<file path="src/rtl/stream_tagger_pkg.sv">
// Shared definitions for the tagger and the downstream filter stage:
// tag codes, word widths and the FSM state encoding.
package stream_tagger_pkg;

    localparam int TAG_W       = 2;
    localparam int PIX_W       = 8;
    localparam int DATA_W      = PIX_W + TAG_W;
    localparam int DIM_W       = 10;
    localparam int FLUSH_CNT_W = 20;

    localparam logic [TAG_W-1:0] TAG_INVALID = 2'd0;
    localparam logic [TAG_W-1:0] TAG_DATA0   = 2'd1;
    localparam logic [TAG_W-1:0] TAG_DATA1   = 2'd2;
    localparam logic [TAG_W-1:0] TAG_END     = 2'd3;

    localparam logic [1:0] ST_IDLE   = 2'd0;
    localparam logic [1:0] ST_CLEAR  = 2'd1;
    localparam logic [1:0] ST_STREAM = 2'd2;
    localparam logic [1:0] ST_FLUSH  = 2'd3;

endpackage

</file>
<file path="src/rtl/stream_tagger_if.sv">
// Control, pixel handshake and tagged-output bundle of the stream tagger.
// Handshake: a pixel transfers on a rising edge where pix_valid and pix_ready are both 1;
// pix_ready never depends on pix_valid, and the source holds pix_in stable while pix_valid=1.
interface stream_tagger_if
    import stream_tagger_pkg::*;
#(
    parameter int DATA_WIDTH = DATA_W
);
    logic                  start;
    logic [DIM_W-1:0]      image_width;
    logic [DIM_W-1:0]      image_height;
    logic [PIX_W-1:0]      pix_in;
    logic                  pix_valid;
    logic                  pix_ready;
    logic [DATA_WIDTH-1:0] data_out;
    logic                  reflesh;
    logic                  busy;
    logic                  frame_done;
    logic [1:0]            state;

    modport master (
        output start, image_width, image_height, pix_in, pix_valid,
        input  pix_ready, data_out, reflesh, busy, frame_done, state
    );

    modport slave (
        input  start, image_width, image_height, pix_in, pix_valid,
        output pix_ready, data_out, reflesh, busy, frame_done, state
    );
endinterface

</file>
<file path="src/rtl/stream_tagger_frame_counter.sv">
// Column/row position of the next accepted pixel, with the flags the tagger needs
// to pick a tag for it.
module frame_counter
    import stream_tagger_pkg::*;
(
    input  logic             clk,
    input  logic             rst,
    input  logic             clear,
    input  logic             advance,
    input  logic [DIM_W-1:0] width,
    input  logic [DIM_W-1:0] height,
    output logic             last_pixel,
    output logic             odd_row
);
    logic [DIM_W-1:0] col;
    logic [DIM_W-1:0] row;
    logic             last_col;

    assign last_col   = (col == width - DIM_W'(1));
    assign last_pixel = last_col && (row == height - DIM_W'(1));
    assign odd_row    = row[0];

    always_ff @(posedge clk) begin
        if (!rst || clear) begin
            col <= '0;
            row <= '0;
        end else if (advance) begin
            if (last_col) begin
                col <= '0;
                row <= row + DIM_W'(1);
            end else begin
                col <= col + DIM_W'(1);
            end
        end
    end
endmodule

</file>
<file path="src/rtl/stream_tagger.sv">
// Frames a raw pixel stream into tagged words for the window filter: clears the filter,
// tags pixels by row parity / end of frame, then flushes the filter pipeline.
module stream_tagger
    import stream_tagger_pkg::*;
#(
    parameter int                   TAG_WIDTH    = TAG_W,
    parameter logic [TAG_WIDTH-1:0] INVALID_TAG  = TAG_INVALID,
    parameter logic [TAG_WIDTH-1:0] DATA_TAG0    = TAG_DATA0,
    parameter logic [TAG_WIDTH-1:0] DATA_TAG1    = TAG_DATA1,
    parameter logic [TAG_WIDTH-1:0] DATA_END_TAG = TAG_END,
    parameter int                   OPE_WIDTH    = 3,
    parameter int                   FLUSH_EXTRA  = 8,
    parameter int                   DATA_WIDTH   = 8 + TAG_WIDTH
) (
    input  logic            clk,
    input  logic            rst,
    stream_tagger_if.slave  bus
);
    logic [1:0]             state;
    logic [DIM_W-1:0]       width_q;
    logic [DIM_W-1:0]       height_q;
    logic [FLUSH_CNT_W-1:0] flush_cnt;
    logic [FLUSH_CNT_W-1:0] flush_len;
    logic                   accept;
    logic                   start_ok;
    logic                   last_pixel;
    logic                   odd_row;
    logic [TAG_WIDTH-1:0]   tag;
    logic [DATA_WIDTH-1:0]  pixel_word;
    logic [DATA_WIDTH-1:0]  invalid_word;

    assign bus.pix_ready = (state == ST_STREAM);
    assign bus.state     = state;
    assign accept        = bus.pix_ready && bus.pix_valid;
    assign start_ok      = bus.start && (bus.image_width != '0) && (bus.image_height != '0);
    assign flush_len     = FLUSH_CNT_W'(width_q) * FLUSH_CNT_W'(OPE_WIDTH - 1)
                         + FLUSH_CNT_W'(FLUSH_EXTRA);

    always_comb begin
        tag = DATA_TAG0;
        if (last_pixel)   tag = DATA_END_TAG;
        else if (odd_row) tag = DATA_TAG1;
    end

    assign pixel_word   = {tag, bus.pix_in};
    assign invalid_word = {INVALID_TAG, 8'h00};

    frame_counter u_frame_counter (
        .clk        (clk),
        .rst        (rst),
        .clear      (state == ST_IDLE),
        .advance    (accept),
        .width      (width_q),
        .height     (height_q),
        .last_pixel (last_pixel),
        .odd_row    (odd_row)
    );

    // The END word is output in the first FLUSH cycle; flush_len INVALID words follow it,
    // and frame_done rises in the cycle after the last of them.
    always_ff @(posedge clk) begin
        if (!rst) begin
            state          <= ST_IDLE;
            width_q        <= '0;
            height_q       <= '0;
            flush_cnt      <= '0;
            bus.data_out   <= '0;
            bus.reflesh    <= 1'b0;
            bus.busy       <= 1'b0;
            bus.frame_done <= 1'b0;
        end else begin
            bus.data_out   <= invalid_word;
            bus.reflesh    <= 1'b0;
            bus.frame_done <= 1'b0;
            case (state)
                ST_IDLE: begin
                    if (start_ok) begin
                        width_q     <= bus.image_width;
                        height_q    <= bus.image_height;
                        state       <= ST_CLEAR;
                        bus.reflesh <= 1'b1;
                        bus.busy    <= 1'b1;
                    end
                end
                ST_CLEAR: begin
                    state <= ST_STREAM;
                end
                ST_STREAM: begin
                    if (accept) begin
                        bus.data_out <= pixel_word;
                        if (last_pixel) begin
                            state     <= ST_FLUSH;
                            flush_cnt <= '0;
                        end
                    end
                end
                ST_FLUSH: begin
                    if (flush_cnt == flush_len) begin
                        state          <= ST_IDLE;
                        bus.busy       <= 1'b0;
                        bus.frame_done <= 1'b1;
                    end else begin
                        flush_cnt <= flush_cnt + FLUSH_CNT_W'(1);
                    end
                end
                default: state <= ST_IDLE;
            endcase
        end
    end
endmodule
</file>
<file path="src/flat_wrapper.sv">
// flat-port wrapper written by rule: the top's interface ports become plain ports
module stream_tagger_flat import stream_tagger_pkg::*;
#(
    parameter int                   TAG_WIDTH    = TAG_W,
    parameter logic [TAG_WIDTH-1:0] INVALID_TAG  = TAG_INVALID,
    parameter logic [TAG_WIDTH-1:0] DATA_TAG0    = TAG_DATA0,
    parameter logic [TAG_WIDTH-1:0] DATA_TAG1    = TAG_DATA1,
    parameter logic [TAG_WIDTH-1:0] DATA_END_TAG = TAG_END,
    parameter int                   OPE_WIDTH    = 3,
    parameter int                   FLUSH_EXTRA  = 8,
    parameter int                   DATA_WIDTH   = 8 + TAG_WIDTH
)
  (clk, rst, bus_start, bus_image_width, bus_image_height, bus_pix_in, bus_pix_valid, bus_pix_ready, bus_data_out, bus_reflesh, bus_busy, bus_frame_done, bus_state);
  stream_tagger_if #(.DATA_WIDTH(DATA_WIDTH)) bus_i ();
  input  logic clk;
  input  logic rst;
  input wire logic [$bits(bus_i.start)-1:0] bus_start;
  input wire logic [$bits(bus_i.image_width)-1:0] bus_image_width;
  input wire logic [$bits(bus_i.image_height)-1:0] bus_image_height;
  input wire logic [$bits(bus_i.pix_in)-1:0] bus_pix_in;
  input wire logic [$bits(bus_i.pix_valid)-1:0] bus_pix_valid;
  output wire logic [$bits(bus_i.pix_ready)-1:0] bus_pix_ready;
  output wire logic [$bits(bus_i.data_out)-1:0] bus_data_out;
  output wire logic [$bits(bus_i.reflesh)-1:0] bus_reflesh;
  output wire logic [$bits(bus_i.busy)-1:0] bus_busy;
  output wire logic [$bits(bus_i.frame_done)-1:0] bus_frame_done;
  output wire logic [$bits(bus_i.state)-1:0] bus_state;
  assign bus_i.start = bus_start;
  assign bus_i.image_width = bus_image_width;
  assign bus_i.image_height = bus_image_height;
  assign bus_i.pix_in = bus_pix_in;
  assign bus_i.pix_valid = bus_pix_valid;
  assign bus_pix_ready = bus_i.pix_ready;
  assign bus_data_out = bus_i.data_out;
  assign bus_reflesh = bus_i.reflesh;
  assign bus_busy = bus_i.busy;
  assign bus_frame_done = bus_i.frame_done;
  assign bus_state = bus_i.state;
  stream_tagger #(.TAG_WIDTH(TAG_WIDTH), .INVALID_TAG(INVALID_TAG), .DATA_TAG0(DATA_TAG0), .DATA_TAG1(DATA_TAG1), .DATA_END_TAG(DATA_END_TAG), .OPE_WIDTH(OPE_WIDTH), .FLUSH_EXTRA(FLUSH_EXTRA), .DATA_WIDTH(DATA_WIDTH)) u_core (.clk(clk), .rst(rst), .bus(bus_i));
endmodule
</file>
<file path="config.mk">
export PLATFORM = sky130hd
export DESIGN_NAME = stream_tagger_flat
export DESIGN_NICKNAME = d
export VERILOG_FILES = /design/src/rtl/stream_tagger_pkg.sv /design/src/rtl/stream_tagger_if.sv /design/src/rtl/stream_tagger_frame_counter.sv /design/src/rtl/stream_tagger.sv /design/src/flat_wrapper.sv
export SDC_FILE = /design/constraint.sdc
export NUM_CORES = 1
export LEC_CHECK = 0
export BUFFER_PORTS_ARGS = -buffer_cell sky130_fd_sc_hd__buf_4
export CORE_ASPECT_RATIO = 0.7
export CORE_MARGIN = 2
export CORE_UTILIZATION = 60
export DETAILED_ROUTE_END_ITERATION = 8
export PLACE_DENSITY = 0.88
export REMOVE_ABC_BUFFERS = 1
export SETUP_SLACK_MARGIN = 0.3
export SLEW_MARGIN = 20
export SYNTH_ARGS = -nofsm -noshare
export SYNTH_HDL_FRONTEND = slang
export SYNTH_HIERARCHICAL = 1
export SYNTH_SLANG_ARGS = --single-unit
</file>
<file path="constraint.sdc">
create_clock -name clk -period 5.5 [get_ports clk]
set_input_delay 0.55 -clock clk [delete_from_list [all_inputs] [get_ports clk]]
set_output_delay 0.55 -clock clk [all_outputs]
set_load 0.02 [all_outputs]
</file>
==> results.txt, run 1 <==
The flow ran to the end, and the final reports show no timing, DRC or antenna violations. Setup violations remaining at the end of the flow were counted as 0. The routed design has 11.0 mm of wire.

Relative to the synthesized area, the layout overhead comes to 14.7%. STA classifies the critical path startpoint as a flop. The number of antenna violations at the first check in global routing was 0.

The tree is rooted in a sky130_fd_sc_hd__clkbuf_8. Across the VDD grid, the largest voltage drop is 0.000262 V. The logs give 0.00928 ns for the worst clock skew on the final layout and 67 for the count of different cell masters after synthesis. Traced cell by cell, the critical path runs through inv_1 -> ha_1 -> nand2b_1 -> a311o_1 -> a2111oi_4 -> nand2_1 -> nor3_1 -> nand3_1 -> o21ai_1 -> nand2_1 -> or4_1 -> a31oi_1. After the first detailed-routing iteration, the DRC count stood at 577. After layout, the worst path uses 72.1% of the clock period. The number of buffers created by CTS is 9, and the minimum period implied by the final worst setup slack is 3.96 ns.

In this run the tightest slew margin relative to its limit is 44.4%. Leakage power of the design: 1.90 nW. After synthesis, the share of flip-flops with an asynchronous set or reset is 0%. The number of hold buffers added after cts was 0; the gate count of the mapped netlist was 507.

The run gives 3 as the maximum level of the CTS H-tree. For the post-route DRC violation count, the log shows 0. The tools report the count of endpoints failing hold in the final timing report as 0. TritonCTS built the clock tree. The startpoint of the worst setup timing path was u_core/width_q[0].

The category of the worst setup path capture point was a flop. Data on the critical path is required at its endpoint by 5.78 ns. In the layout the commonest cells are sky130_fd_sc_hd__dfxtp_1, sky130_fd_sc_hd__nor2_1, sky130_fd_sc_hd__buf_4. The run gives 0 as the count of pins over their slew limit. The clock network accounts for 30.2% of the total power.

For the final routed database, the setup TNS stands at 0 ns. Leaving out fill and tap cells, the most frequent cell in the layout is sky130_fd_sc_hd__dfxtp_1. The area of the core region was 6790 sq um.

The most numerous cell type found on the critical path is sky130_fd_sc_hd__nand2_1. The number of buffer and inverter stages on the critical path was 1; the number of top-level pins was 48. The switching share of total power works out to 35.1%. The net switching power figure came out at 0.585 mW. For the total routing resource utilization after global routing, the log shows 29.5%. The worst setup path category was flop to flop. Kind of cell adding the most delay to the critical path: simple AND/OR/NAND/NOR gates.

The clock transition time at the flip-flop clock pins of the worst setup and hold paths came out at 0.08 ns. The number of global-route vias before repair came out at 3789. The maximum number of pins on one net before global-route repair was 38. Buffers placed on the I/O ports in this run total 47. The global-route wire length before repair was 18.0 mm. The worst hold path begins at bus_pix_in[5]. Counting along the longest clock path gives a buffer depth of 2.

The synthesized design contains 0 enable-type register cells. For the total grt overflow, the log shows 0. In this run the worst path has a maximum fanout of 10. The logs give 0.36 ns for the source-to-sink clock delay at the later pin of the worst-skew pair and 1.54 ns for the reg2reg setup slack. The internal power of the cells totals 1.08 mW.

The tools report the sequential fraction of the synthesis area as 35.6%. The repair_antennas step left the layout with diodes totalling 0. The number of clock sinks was 75. The critical-path cell with the highest stage delay was sky130_fd_sc_hd__or4_1. The placer congestion estimate was 0.956; the fraction of layout cells with a size suffix above 1 was 14.0%. Setup slack closes at 1.54 ns. The first TritonRoute pass finished after 5 iterations.

Post-layout total power: 1.66 mW. Setup repair after global routing left no endpoint under its margin. Registers are responsible for 38.8% of the overall power. After synthesis, the mean cell area works out to 8.32 sq um. Power density of the placed cells: 344 nW/um^2.

Counting flops and latches in the post-synthesis netlist gives 75. The die covers 7730 sq um. The cell row count came out at 25.

The path category of the worst min-delay check is primary input to flop. The routed length per placed instance works out to 17.0 microns. Biggest cell delay along the critical path: 0.55 ns. For this block, the via count after detailed routing is 4031. For the synthesis warning total, the log shows 6. The number of violations of the max-capacitance limit was 0. The width of the chip was 104 microns; the height of the die was 74.2 microns. Of the total power, combinational logic draws 31.0%. Transition time at the pin with the least slew margin: 0.813 ns.

The post-place setup slack came out at 1.64 ns. The routed via count divided by cell count is 6.25. The tools report the final net count as 587. For the worst setup path, the data arrival time is 4.25 ns. In this run the critical register-to-register path is launched from u_core/width_q[0]. Gates resized during post-CTS repair numbered 0.

The wire-length estimate of the detail-placed layout is 7.62 mm. Among all flip-flop cells after synthesis, the most frequent one is sky130_fd_sc_hd__dfxtp_1. For the area of the mapped netlist, the log shows 4220 sq um. The logs give 252 MHz for the maximum operating frequency and 62.1% for the starting density of the core. After clock tree synthesis, the setup repair step added 0 buffers. The tools report the number of nets still failing antenna checks after routing as 0.
## layer usage
layer / share of wire [%] / vias to the layer above / GRT usage, %
met5: 0 / - / 0
li1: - / 1910 / -
met2: 44 / 194 / 49.1
met1: 45 / 1903 / 39.2
met4: 1.9 / 0 / 9.16
met3: 8.7 / 24 / 6.40
## power by group through the flow
stage          clock network [mW]  registers, mW  logic, mW
2_1_floorplan                   0          0.658      0.356
3_3_place_gp                    0          0.653      0.481
3_5_place_dp                    0          0.657      0.498
4_1_cts                     0.508          0.645      0.509
5_1_grt                     0.532          0.654      0.558
6_report                    0.502          0.646      0.516
## area by class of cell
class,count,area [sq um]
multi-input combinational,398,2580
fill,541,1950
sequential,75,1500
timing repair buffer,47,353
clock buffer,10,138
tap,94,118
clock inverter,6,93.8
inverter,15,56.3
## cells in the mapped netlist, types with 2 or more instances
library cell / count / area share, %
sky130_fd_sc_hd__ha_1: 9 / 2.7
sky130_fd_sc_hd__mux2i_1: 23 / 5.5
sky130_fd_sc_hd__nand3_1: 19 / 2.3
sky130_fd_sc_hd__buf_2: 4 / 0.47
sky130_fd_sc_hd__a21boi_0: 3 / 0.53
sky130_fd_sc_hd__dfxtp_1: 75 / 36
sky130_fd_sc_hd__nor2_1: 54 / 4.8
sky130_fd_sc_hd__a31oi_1: 3 / 0.45
sky130_fd_sc_hd__o211ai_1: 2 / 0.36
sky130_fd_sc_hd__nor4b_1: 3 / 0.62
sky130_fd_sc_hd__nand2_1: 42 / 3.7
sky130_fd_sc_hd__a211oi_1: 3 / 0.53
sky130_fd_sc_hd__o21ai_0: 19 / 2.3
sky130_fd_sc_hd__xnor2_1: 18 / 3.7
sky130_fd_sc_hd__o31ai_1: 2 / 0.36
sky130_fd_sc_hd__nor3b_1: 3 / 0.53
sky130_fd_sc_hd__o22ai_1: 2 / 0.30
sky130_fd_sc_hd__nand4_1: 20 / 3.0
sky130_fd_sc_hd__o21a_1: 5 / 0.89
sky130_fd_sc_hd__nand3_2: 2 / 0.47
sky130_fd_sc_hd__o21bai_1: 2 / 0.36
sky130_fd_sc_hd__a21oi_1: 23 / 2.7
sky130_fd_sc_hd__clkbuf_1: 12 / 1.1
sky130_fd_sc_hd__a2111oi_0: 2 / 0.42
sky130_fd_sc_hd__or3_1: 11 / 1.6
sky130_fd_sc_hd__xor2_1: 26 / 5.4
sky130_fd_sc_hd__o311ai_0: 2 / 0.42
sky130_fd_sc_hd__nor4_1: 14 / 2.1
sky130_fd_sc_hd__inv_1: 13 / 1.2
sky130_fd_sc_hd__nor3_1: 15 / 1.8
sky130_fd_sc_hd__a211o_1: 2 / 0.42
sky130_fd_sc_hd__and3_1: 8 / 1.2
sky130_fd_sc_hd__nand2b_1: 8 / 1.2
sky130_fd_sc_hd__and2_1: 12 / 1.8
sky130_fd_sc_hd__or2_2: 2 / 0.30
sky130_fd_sc_hd__and4_1: 3 / 0.62
sky130_fd_sc_hd__o41ai_1: 3 / 0.62
sky130_fd_sc_hd__a21o_1: 7 / 1.2
sky130_fd_sc_hd__or4_1: 2 / 0.36
sky130_fd_sc_hd__nand4b_1: 2 / 0.42
## per-stage QoR
step / area, sq um / hold slack (ns) / util [%] / cells
4_1_cts: 4830 / 0.375 / 71.2 / 645
2_1_floorplan: 4130 / 0.462 / - / 488
3_5_place_dp: 4600 / 0.494 / 67.8 / 629
5_1_grt: 4840 / 0.374 / 71.3 / 645
6_report: 4840 / 0.385 / 71.3 / 645
3_3_place_gp: 4600 / 0.478 / 67.8 / 629
## path summary, 6_finish.rpt
path	endpoint	depth (start not counted)
worst max register to register	u_core/flush_cnt[4]	12
worst min register to register	u_core/flush_cnt[14]	2
worst min-delay path	u_core/bus.data_out[5]	2
worst max-delay path	u_core/flush_cnt[4]	12
## registers in the layout, indices dropped and copies added (netlist names)
| name | count |
|---|---|
| u_core/u_frame_counter/col | 10 |
| u_core/bus.busy | 1 |
| u_core/width_q | 10 |
| u_core/u_frame_counter/row | 10 |
| u_core/bus.data_out | 10 |
| u_core/bus.state | 2 |
| u_core/flush_cnt | 20 |
| u_core/bus.frame_done | 1 |
| u_core/bus.reflesh | 1 |
| u_core/height_q | 10 |
## worst register-to-register path: stages (launching register included)
cell and delay, ns:
sky130_fd_sc_hd__dfxtp_1 0.46, sky130_fd_sc_hd__inv_1 0.08, sky130_fd_sc_hd__ha_1 0.23, sky130_fd_sc_hd__nand2b_1 0.17, sky130_fd_sc_hd__a311o_1 0.37, sky130_fd_sc_hd__a2111oi_4 0.47, sky130_fd_sc_hd__nand2_1 0.16, sky130_fd_sc_hd__nor3_1 0.42
sky130_fd_sc_hd__nand3_1 0.16, sky130_fd_sc_hd__o21ai_1 0.31, sky130_fd_sc_hd__nand2_1 0.32, sky130_fd_sc_hd__or4_1 0.55, sky130_fd_sc_hd__a31oi_1 0.18
## logic make-up (layout without fill, tap and decap cells)
group,Yosys count,after routing,share of synthesized area [%]
AO/OA/AOI/OAI,93,93,15.1
XOR/XNOR,44,44,9.14
buffers and inverters,34,78,3.35
multiplexers,24,24,5.73
adder cells (fa/ha/maj),9,9,2.67
AND/OR/NAND/NOR,228,228,28.4
flip-flops,75,75,35.6
Power figures use the tool's default switching activity.
==> run 2, diff against run 1 <==
ABC_AREA = 1   (was not set)
PLACE_DENSITY = 0.87   (was 0.88)
clock period = 3.9 ns   (was 5.5 ns; I/O delays follow)
==> results.txt, run 2 <==
Leaving out fill and tap cells, the most frequent cells in the layout are sky130_fd_sc_hd__nand2_1, sky130_fd_sc_hd__nor2_1, sky130_fd_sc_hd__inv_1. The number of fill cells was 660; the final net count was 859. The worst setup path is of the flop to flop kind.

The finished cells cover 5490 sq um. The tools report the total routing resource utilization after global routing as 28.9%. Dividing the detail-routed via count by the number of cells gives 5.38. The setup check on the worst reg-to-reg path leaves a slack of 0.84 ns. For the post-place instance area, the log shows 5200 sq um. The number of global-route vias before repair is 4433.

The source-to-sink clock delay at the later pin of the worst-skew pair came out at 0.34 ns. The library cell with the largest summed area after synthesis was sky130_fd_sc_hd__dfxtp_1. The transition time at the pin with the least slew margin came out at 0.988 ns. The startpoint identified for the worst register-to-register timing path is u_core/bus.state[0]. The die covers 8730 sq um. Startpoint of the worst setup timing path: u_core/bus.state[0].

The minimum period implied by the final worst setup slack came out at 3.06 ns. The via count is 4971, and the count of pins over their slew limit is 0. Total grt overflow: 0. For the count of endpoints failing hold in the final timing report, the log shows 0. The worst hold path belongs to the class primary input to flop. Worst clock skew on the final layout: 0.00902 ns.

Setup repair after global routing left no endpoint under its margin. Input and output buffers added on the ports amount to 47. For the count of routing violations after the opening detailed-route iteration, the log shows 550. The mean area per synthesized cell was 6.18 sq um; the arrival time reported for the critical path endpoint was 3.28 ns. The share of the clock period used by the worst path is 78.5%. The most common cell in the synthesized netlist is sky130_fd_sc_hd__nand2_1. In this run, distinct cell masters in the synthesized netlist total 39.

The fraction of post-synthesis cell area in the top cell type by area is 31.3%. In the post-synthesis netlist, the biggest area contributors are sky130_fd_sc_hd__dfxtp_1, sky130_fd_sc_hd__nand2_1, sky130_fd_sc_hd__nor2_1. In the synthesized netlist the async set-or-reset flop fraction comes to 0%. 48 I/O pins were placed. Fraction of layout cells with a size suffix above 1: 10.9%. STA classifies the critical path endpoint as a flop. The launching element type of the critical path was a flop. TritonCTS built the clock tree. The width of the chip works out to 111 microns. The post-synthesis register bit count was 75. After detailed placement, the design holds a cell count of 908. In this run, CTS created clock tree buffers numbering 9.

The worst slew margin relative to its limit is 33.9%. Timing would allow up to 327 MHz. 0 antenna diodes ended up in the layout. The synthesis warning total was 6. The detail route stage leaves a number of antenna-violating nets equal to 0. The most used flip-flop cell after synthesis was sky130_fd_sc_hd__dfxtp_1. The tools report the post-route DRC violation count as 0.

Ranked by instance count, the synthesized netlist is headed by sky130_fd_sc_hd__nand2_1, sky130_fd_sc_hd__nor2_1, sky130_fd_sc_hd__inv_1. In the final routed layout, each cell accounts on average for 13.1 microns. The number of violations of the max-capacitance limit is 0, and the area growth from synthesis to layout is 14.5%. At the worst endpoint, the required time is 4.11 ns. The aggregate negative setup slack was 0 ns. Once layout is complete, the utilization of the core stands at 70.3%. At the end of routability-driven placement, the weighted congestion stood at 0.930. The run gives 0 as the number of antenna violations at the first check in global routing. The maximum number of pins on one net before global-route repair was 47.

Of all nets on the critical path, the largest fanout is 27. Power spread over the standard cell area amounts to 634 nW/um^2. The floorplan has 27 rows. Launch instance of the worst min-delay path: bus_pix_in[7]. Starting density of the core: 61.4%. Detailed placement finished with a half-perimeter wire length of 9.07 mm. Summed over all cells, the static leakage comes to 2.54 nW. The first global-routing pass estimated 20.6 mm of wire. The worst voltage drop across the vdd grid is 0.000414 V. The logs give 31.3% for the sequential fraction of the synthesis area and 2 for the number of buffers on the longest clock path.

The tree is rooted in a sky130_fd_sc_hd__clkbuf_16. The count of cells in the finished layout, fillers not included, comes to 924. The number of detailed-route iterations in the first pass was 5. The library cell used most frequently in the layout, excluding fill and tap cells, is sky130_fd_sc_hd__nand2_1. In this run, synthesis inferred 0 flip-flops with an integrated enable. Gate count of the mapped netlist: 775.

In this run the vertical extent of the chip is 78.8 microns. In this run the number of H-tree levels came out at 3. The clock transition time at the flip-flop clock pins of the worst setup and hold paths works out to 0.06 ns. The run finished with clean final reports. For this design, the CTS-stage hold fixing added 0 buffers. Summed over all layers, the routed wires come to 12.1 mm. Summing every instance area after synthesis gives 4790 sq um. Power comes to 3.48 mW.

The register with the most flip-flops in the layout has 20 of them. The area of the core region is 7800 sq um. The number of setup violations in the final report is 0, and the number of clock sinks is 75. The largest register by flop count was u_core/flush_cnt.
==> run 2: per-layer routing <==
metal | global-route usage [%] | vias up | part of all wire, %
met3 | 8.55 | 17 | 10
met4 | 5.38 | 0 | 0.97
li1 | - | 2514 | -
met2 | 44.3 | 212 | 42
met5 | 0 | - | 0
met1 | 40.8 | 2228 | 47
==> run 2: area by class of cell <==
cell class	instances	area (sq um)	share of cell area (%)
tap	101	126	2.30
timing repair buffer	49	368	6.70
clock buffer	10	239	4.35
multi-input combinational	586	2840	51.8
clock inverter	6	46.3	0.844
inverter	97	364	6.63
sequential	75	1500	27.4
==> run 2: logic make-up (layout without fill, tap and decap cells) <==
| group | after synthesis | after routing | synth area share (%) |
|---|---|---|---|
| adder cells (fa/ha/maj) | 9 | 9 | 2.35 |
| XOR/XNOR | 42 | 42 | 7.68 |
| AO/OA/AOI/OAI | 76 | 76 | 8.36 |
| flip-flops | 75 | 75 | 31.3 |
| buffers and inverters | 114 | 162 | 9.43 |
| AND/OR/NAND/NOR | 459 | 459 | 40.9 |
==> run 2: final timing paths <==
check,end,depth (start not counted)
hold / removal,u_core/bus.data_out[7],3
hold reg to reg,u_core/u_frame_counter/row[7],2
setup reg to reg,u_core/width_q[0],7
setup / recovery,u_core/width_q[0],7
==> run 2: critical path, stage by stage (launching register included) <==
cell                       delay [ns]
sky130_fd_sc_hd__dfxtp_1         0.36
sky130_fd_sc_hd__inv_1           0.10
sky130_fd_sc_hd__ha_1            0.20
sky130_fd_sc_hd__inv_1           0.08
sky130_fd_sc_hd__nor2_1          0.76
sky130_fd_sc_hd__clkinv_1        0.90
sky130_fd_sc_hd__o21ai_0         0.46
sky130_fd_sc_hd__a21oi_1         0.07
==> run 2: power by group <==
| group | total (mW) | switching [mW] | internal (mW) |
|---|---|---|---|
| Combinational | 1.54 | 0.987 | 0.551 |
| Sequential | 1.14 | 0.216 | 0.925 |
| Clock | 0.802 | 0.348 | 0.454 |
| Total | 3.48 | 1.55 | 1.93 |
==> run 2: stage by stage <==
| step | setup slack [ns] | hold slack [ns] |
|---|---|---|
| floorplan | 0.905 | 0.458 |
| global placement | 0.876 | 0.474 |
| detailed placement | 0.695 | 0.477 |
| CTS | 0.666 | 0.257 |
| global route | 0.446 | 0.265 |
| finish | 0.838 | 0.260 |
==> run 2: repair_timing <==
action | 4_1_cts | 5_1_grt
resized for setup | 0 | 1
setup endpoints to repair | 0 | 13
buffers inserted | 0 | 0
